## src/rtl/ex_mem_branch_stage.sv

```systemverilog
// EX/MEM pipeline register with branch/jump resolution.
// Captures the EX stage each non-stalled cycle, issues a one-cycle fetch
// redirect plus flush on a taken control transfer, then squashes the
// wrong-path EX instructions for SHADOW_CYCLES non-stalled cycles.
module ex_mem_branch_stage #(
    parameter int SHADOW_CYCLES = 1,
    parameter int CNT_W         = 16
) (
    input  logic             clk,
    input  logic             reset,
    input  logic             ex_valid,
    input  logic [31:0]      ex_pc,
    input  logic [31:0]      ex_imm,
    input  logic [31:0]      ex_alu_result,
    input  logic             ex_alu_bcond,
    input  logic             ex_is_branch,
    input  logic             ex_is_jal,
    input  logic             ex_is_jalr,
    input  logic [31:0]      ex_rs2_data,
    input  logic [4:0]       ex_rd,
    input  logic             ex_reg_write,
    input  logic             ex_mem_read,
    input  logic             ex_mem_write,
    input  logic             ex_mem_to_reg,
    input  logic             mem_stall,
    output logic             mem_valid,
    output logic [31:0]      mem_result,
    output logic [31:0]      mem_store_data,
    output logic [4:0]       mem_rd,
    output logic             mem_reg_write,
    output logic             mem_mem_read,
    output logic             mem_mem_write,
    output logic             mem_mem_to_reg,
    output logic             redirect_valid,
    output logic [31:0]      redirect_pc,
    output logic             flush,
    output logic             shadow_active,
    output logic [CNT_W-1:0] taken_count
);

    typedef enum logic {
        RUN    = 1'b0,
        SHADOW = 1'b1
    } state_t;

    localparam logic [2:0] SHD_INIT = 3'(SHADOW_CYCLES);

    state_t      state, state_nxt;
    logic [2:0]  shd_cnt, shd_cnt_nxt;
    logic        eff_valid;
    logic        is_jump;
    logic        take;
    logic        take_cap;
    logic [31:0] target;
    logic [31:0] link;

    assign eff_valid = ex_valid & (state == RUN);
    assign is_jump   = ex_is_jal | ex_is_jalr;
    assign take      = eff_valid & (is_jump | (ex_is_branch & ex_alu_bcond));
    // A held instruction is re-evaluated once the stall releases.
    assign take_cap  = take & ~mem_stall;
    assign target    = ex_is_jalr ? {ex_alu_result[31:1], 1'b0} : ex_pc + ex_imm;
    assign link      = ex_pc + 32'd4;

    // Shadow FSM state register.
    always_ff @(posedge clk or negedge reset) begin
        if (!reset) begin
            state   <= RUN;
            shd_cnt <= 3'd0;
        end else begin
            state   <= state_nxt;
            shd_cnt <= shd_cnt_nxt;
        end
    end

    // Next state: enter SHADOW on a taken capture, leave after the window drains.
    always_comb begin
        state_nxt   = state;
        shd_cnt_nxt = shd_cnt;
        if (!mem_stall) begin
            case (state)
                RUN: begin
                    if (take) begin
                        state_nxt   = SHADOW;
                        shd_cnt_nxt = SHD_INIT;
                    end
                end
                SHADOW: begin
                    if (shd_cnt <= 3'd1) begin
                        state_nxt   = RUN;
                        shd_cnt_nxt = 3'd0;
                    end else begin
                        shd_cnt_nxt = shd_cnt - 3'd1;
                    end
                end
                default: begin
                    state_nxt   = RUN;
                    shd_cnt_nxt = 3'd0;
                end
            endcase
        end
    end

    // EX/MEM pipeline register; squashed instructions lose their side effects.
    always_ff @(posedge clk or negedge reset) begin
        if (!reset) begin
            mem_valid      <= 1'b0;
            mem_result     <= 32'd0;
            mem_store_data <= 32'd0;
            mem_rd         <= 5'd0;
            mem_reg_write  <= 1'b0;
            mem_mem_read   <= 1'b0;
            mem_mem_write  <= 1'b0;
            mem_mem_to_reg <= 1'b0;
        end else if (!mem_stall) begin
            mem_valid      <= eff_valid;
            mem_result     <= is_jump ? link : ex_alu_result;
            mem_store_data <= ex_rs2_data;
            mem_rd         <= ex_rd;
            mem_reg_write  <= eff_valid & ex_reg_write & ~ex_is_branch;
            mem_mem_read   <= eff_valid & ex_mem_read;
            mem_mem_write  <= eff_valid & ex_mem_write;
            mem_mem_to_reg <= ex_mem_to_reg;
        end
    end

    // One-cycle redirect pulse; target is kept until the next taken transfer.
    always_ff @(posedge clk or negedge reset) begin
        if (!reset) begin
            redirect_valid <= 1'b0;
            redirect_pc    <= 32'd0;
        end else begin
            redirect_valid <= take_cap;
            if (take_cap)
                redirect_pc <= target;
        end
    end

    // Saturating count of taken control transfers.
    always_ff @(posedge clk or negedge reset) begin
        if (!reset)
            taken_count <= '0;
        else if (take_cap && (taken_count != {CNT_W{1'b1}}))
            taken_count <= taken_count + CNT_W'(1);
    end

    assign flush         = redirect_valid;
    assign shadow_active = (state == SHADOW);

endmodule

```

## config.mk

```make
export PLATFORM = sky130hd
export DESIGN_NAME = ex_mem_branch_stage
export DESIGN_NICKNAME = d
export VERILOG_FILES = /design/src/rtl/ex_mem_branch_stage.sv
export SDC_FILE = /design/constraint.sdc
export NUM_CORES = 1
export LEC_CHECK = 0
export BUFFER_PORTS_ARGS = -buffer_cell sky130_fd_sc_hd__buf_2
export CAP_MARGIN = 15
export CORE_UTILIZATION = 28
export CTS_CLUSTER_SIZE = 16
export DETAILED_ROUTE_END_ITERATION = 8
export HOLD_SLACK_MARGIN = 0.1
export PLACE_DENSITY_LB_ADDON = 0.25
export SETUP_SLACK_MARGIN = 0.1
export SLEW_MARGIN = 20
export SYNTH_ARGS = -nofsm -noshare
export SYNTH_HDL_FRONTEND = slang
export SYNTH_SLANG_ARGS = --single-unit
```

## constraint.sdc

```tcl
create_clock -name clk -period 5.95 [get_ports clk]
set_clock_uncertainty 0.15 [all_clocks]
set_input_delay 1.19 -clock clk [delete_from_list [all_inputs] [get_ports clk]]
set_output_delay 1.19 -clock clk [all_outputs]
set_load 0.05 [all_outputs]
```

* Yosys cells after proc, flatten, opt, wreduce, memory -nomap -nowiden
Cells that the tools add are included.
** Cells by class
- $add $sub $neg :: 4
- Magnitude comparators :: 1
- Equality and inequality tests :: 2
- Multiplexer cells :: 8
- Bitwise gates (word level) :: 13
- Reduce and logical (&&, ||, !) cells :: 2
** Operators with widths (number)
- $mux W32 :: 2
- $add A32 B3 Y32 const B :: 1
- $add A32 B32 Y32 :: 1
- $add A16 B1 Y16 const B :: 1
- $ne A16 B16 Y1 const B :: 1
- $and A1 B1 Y1 :: 8
- $mux W3 :: 2
- $pmux W3 S2 :: 1
- $le A3 B1 Y1 const B :: 1
- $not A1 Y1 :: 3
- $sub A3 B1 Y3 const B :: 1
- $mux W1 :: 2
- $ne A2 B2 Y1 const B :: 1
- $or A1 B1 Y1 :: 2
- $pmux W1 S2 :: 1
- $reduce_and A2 Y1 :: 1
- $logic_and A1 B1 Y1 :: 1
** Storage, ports and cells
- Bits in registers :: 127
- Input port bits :: 145
- Output and inout bits :: 125
- Logic and storage cells :: 43

* Longest topological paths before layout
- Depth in word-level cells :: 5
- Depth in mapped cells :: 11
- Depth with buffers taken out :: 11

* Worst setup path after synthesis
No wires, ideal clock.
- Path kind :: input to register
- From :: input port ex_pc[0]
- To :: register redirect_pc[24]
- Setup time :: 0.083 ns
- Data arrival time :: 3.292 ns
- Data required time :: 5.717 ns
- Slack :: 2.425 ns
- Stages on the path :: 11
- Buffers on the path :: 0
- Cells stage by stage :: ha_1 -> fa_1 -> a21o_1 -> a221oi_2 -> o21ai_4 -> a31oi_4 -> o31ai_2 -> a21oi_1 -> xnor2_1 -> mux2i_1 -> o21ai_0
** Between the ends
- Longest elaborated chain between the ends :: 2
** RTL lines
- from (decl) :: RTL line 12 : input logic [31:0] ex_pc,
- $add A32 B32 Y32 :: RTL line 62 : assign target = ex_is_jalr ? {ex_alu_result[31:1], 1'b0} : ex_pc + ex_imm;
- $mux W32 :: RTL line 62
- to (signal assigned) :: RTL line 135 : redirect_pc <= target;
- to (decl) :: RTL line 35 : output logic [31:0] redirect_pc,
Every way passes these cells.
A chain may end at the register's enable or synchronous reset.

* Final worst setup path
- From :: input port mem_stall
- To :: register taken_count[9]
** Between the ends
- Longest elaborated chain between the ends :: 3
** RTL lines
- from (decl) :: RTL line 25 : input logic mem_stall,
- $not A1 Y1 (no source line)
- $and A1 B1 Y1 :: RTL line 61 : assign take_cap = take & ~mem_stall;
- $logic_and A1 B1 Y1 :: RTL line 143 : else if (take_cap && (taken_count != {CNT_W{1'b1}}))
- to (signal assigned) :: RTL line 144 : taken_count <= taken_count + CNT_W'(1);
- to (decl) :: RTL line 38 : output logic [CNT_W-1:0] taken_count
Every way passes these cells.

==> results.yml <==
job:
  maxCapViolations: 0
sta:
  finalCritPeriodShare_pct: 60.60
  whs_ns: 0.3174
  rsz0062_at_grt: "false"
  setup_viol: 0
  fmax_mhz: 277.3
  tightest_slew_ns: 0.9574
  relSlewSlack_pct: 36.17
  finalSetupTns_ns: 0
  hold_viol_final: 0
  fin_crit_ns: 3.606
  maxSlewViolCount: 0
grt:
  antenna_found_initial: 1
  grt_pass1_vias: 6414
  grt_max_degree: 93
  grt_util_all_layers_pct: 17.38
  grt_pass1_wl_um: 35820
  overflow: 0
logic_synthesis:
  synthCells: 808
  ys_seq_elements: 127
  synthFlopType: "dfrtp_1"
  syn-cell-area_mm2: 0.007473
  ys_warn_count: 0
  netlist.area_leader.share_pct: 42.52
  yosysUniqueCellTypes: 61
  yosys.area.top_type: "dfrtp_1"
  avgSynthCellArea_um2: 9.249
  yosysMostFrequentCell: "dfrtp_1"
  syn-num-nets: 989
  synth.area.top_cells: "dfrtp_1 43%, mux2_2 6.2%, ha_1 5.9%"
  ys_seq_area_share_pct: 42.52
  yosys-top-cells-count: "127 x dfrtp_1, 102 x nand2_1, 87 x o21ai_0"
  synth-edff-count: 0
  synthArstFlopShare_pct: 100.0
die:
  io_pins: 270
  rows: 59
  fp.dieH_um: 165.4
  initial_utilization_pct: 28.60
  die_width_um: 165.4
  die_area_mm2: 0.02735
  core-area_mm2: 0.02613
placed_design:
  dpl-instance-area_mm2: 0.009151
  hpwlAfterDp_um: 18640
  numPortBuffers: 269
  gp_congestion: 0.8469
worst_hold_path:
  hp-class: "reg -> reg"
routing:
  drt-total-wl_um: 23750
  first_iter_violations: 525
  viasPerCell: 4.748
  drc: 40
  avgRoutedWirePerCell_um: 16.81
  postRouteAntennaNets: 0
  drt_pre_antenna_iters: 6
  vias: 6709
clocking:
  cts_tree: "built"
  post_cts_resized: 0
  path_clk_slew_ns: 0.05
  clock-sinks: 127
  htreeDepth: 4
  cts-root-buf: "clkbuf_16"
  cts_buffers: 17
  post_cts_buffers: 0
  cts_buffer_depth: 2
  cts_hold_buf: 0
  clk-insertion-delay-late_ns: 0.41
finish:
  stdcell_area_mm2: 0.009817
  syn2layout_area_growth_pct: 31.36
  layout-drive-gt1-share_pct: 33.61
  fin_nets: 1245
  reg_top3: "mem_result: 32 flops, mem_store_data: 32 flops, redirect_pc: 32 flops"
  fillers: 2718
worst_setup_path:
  crit_type: "in -> reg"
  critPathRequiredTime_ns: 6.13
  end_kind: "flip-flop"
  startpoint_type: "primary input"
  crit_arrival_ns: 3.78
  crit_fanout: 35
run_status:
  violations: "DRC"
  status: "finished with violations"
power_and_ir_drop:
  peakVddDrop_mv: 0.1439
  power_density_mw_per_mm2: 389.4
  total_leakage_power_uw: 0.004645
## stage by stage
step	instances	total power, uW	worst slack [ns]	utilization (%)
3_5_place_dp	1380	2690	1.940	35.02
3_3_place_gp	1380	2678	2.069	35.02
6_report	1413	3823	2.344	37.57
5_1_grt	1413	4023	2.075	37.57
4_1_cts	1412	3871	2.352	37.56
2_1_floorplan	808	2227	2.425	-
## cell families (layout without fill, tap and decap cells)
kind of cell | after synthesis | after routing | share of synthesized area, %
adders and majority gates | 36 | 36 | 6.128
and+or+nand+nor | 245 | 245 | 15.03
AOI/OAI and AO/OA | 230 | 230 | 18.13
xor gates and xnor gates | 67 | 67 | 7.852
other | 0 | 1 | 0
muxes | 52 | 52 | 7.651
DFF | 127 | 127 | 42.52
buffers and inverters | 51 | 320 | 2.679
## cell usage in the layout, fill, tap and decap left out, types with 3 or more instances in the layout
master     Yosys  routed
a211oi_1       3       3
o21ai_1        4       4
clkbuf_16      0      17
nor3_1         6       6
and2_1         4       4
xor2_1        30      30
buf_4          2       7
nor2b_1        4       4
ha_1          35      35
inv_1         13      13
mux2i_1       11      11
dfrtp_1      127     127
and3_1        15      15
clkinv_4       0       3
nand3_1       25      25
o21bai_1       5       5
a21o_1         8       8
or3_1          4       4
buf_2          1     267
nand2b_1       7       6
o21a_1        11      11
a21oi_1       83      83
a31oi_1        4       4
nand4_1        9       9
nor2_1        56      55
o21ai_0       87      87
nand2_1      102     102
bufinv_16      0       5
mux2_2        41      41
xnor2_1       37      37
## power breakdown
part | switching (uW) | internal [uW] | leakage (uW)
sequential | 126 | 1050 | 0.00157
combinational | 1100 | 383 | 0.00276
clock | 392 | 767 | 0.000320
## worst max-delay path, cell delays in order
cell and delay (ns):
buf_4 0.20, nand2b_1 0.17, a21oi_1 0.34, nand2b_2 0.35, buf_4 0.36, inv_1 0.12
o31a_1 0.23, and3_1 0.22, nand4_1 0.23, nor2_1 0.18, xor2_1 0.18
## final cells by class
type | count | area [um^2] | share of cell area [%]
diodes | 1 | 2.502 | 0.02549
clock buffers | 19 | 452.9 | 4.614
clock inverters | 13 | 210.2 | 2.141
inverters | 13 | 48.80 | 0.4971
multi-input cells | 630 | 4105 | 41.82
flip-flops and latches | 127 | 3178 | 32.37
well taps | 335 | 419.2 | 4.270
repair buffers | 275 | 1400 | 14.26
## path summary, 6_finish.rpt
| path | start | end | depth (start not counted) | slack, ns |
|---|---|---|---|---|
| hold / removal | redirect_pc[0]$_DFFE_PN0P_ | redirect_pc[0]$_DFFE_PN0P_ | 2 | 0.32 |
| max in group asynchronous | reset | taken_count[7]$_DFFE_PN0P_ | 2 | 3.79 |
| setup / recovery | mem_stall | taken_count[9]$_DFFE_PN0P_ | 11 | 2.34 |
| min in group asynchronous | reset | redirect_pc[7]$_DFFE_PN0P_ | 1 | 0.63 |
| setup reg to reg | shadow_active$_DFFE_PN0N_ | taken_count[9]$_DFFE_PN0P_ | 8 | 3.30 |
| hold reg to reg | redirect_pc[0]$_DFFE_PN0P_ | redirect_pc[0]$_DFFE_PN0P_ | 2 | 0.32 |
## routing by layer
layer  GRT usage [%]  routed length (um)
met1           24.30               11060
met2           26.42               10810
met3           3.147                1291
met4           6.818                 582
met5               0                   0
Power figures use the tool's default switching activity.
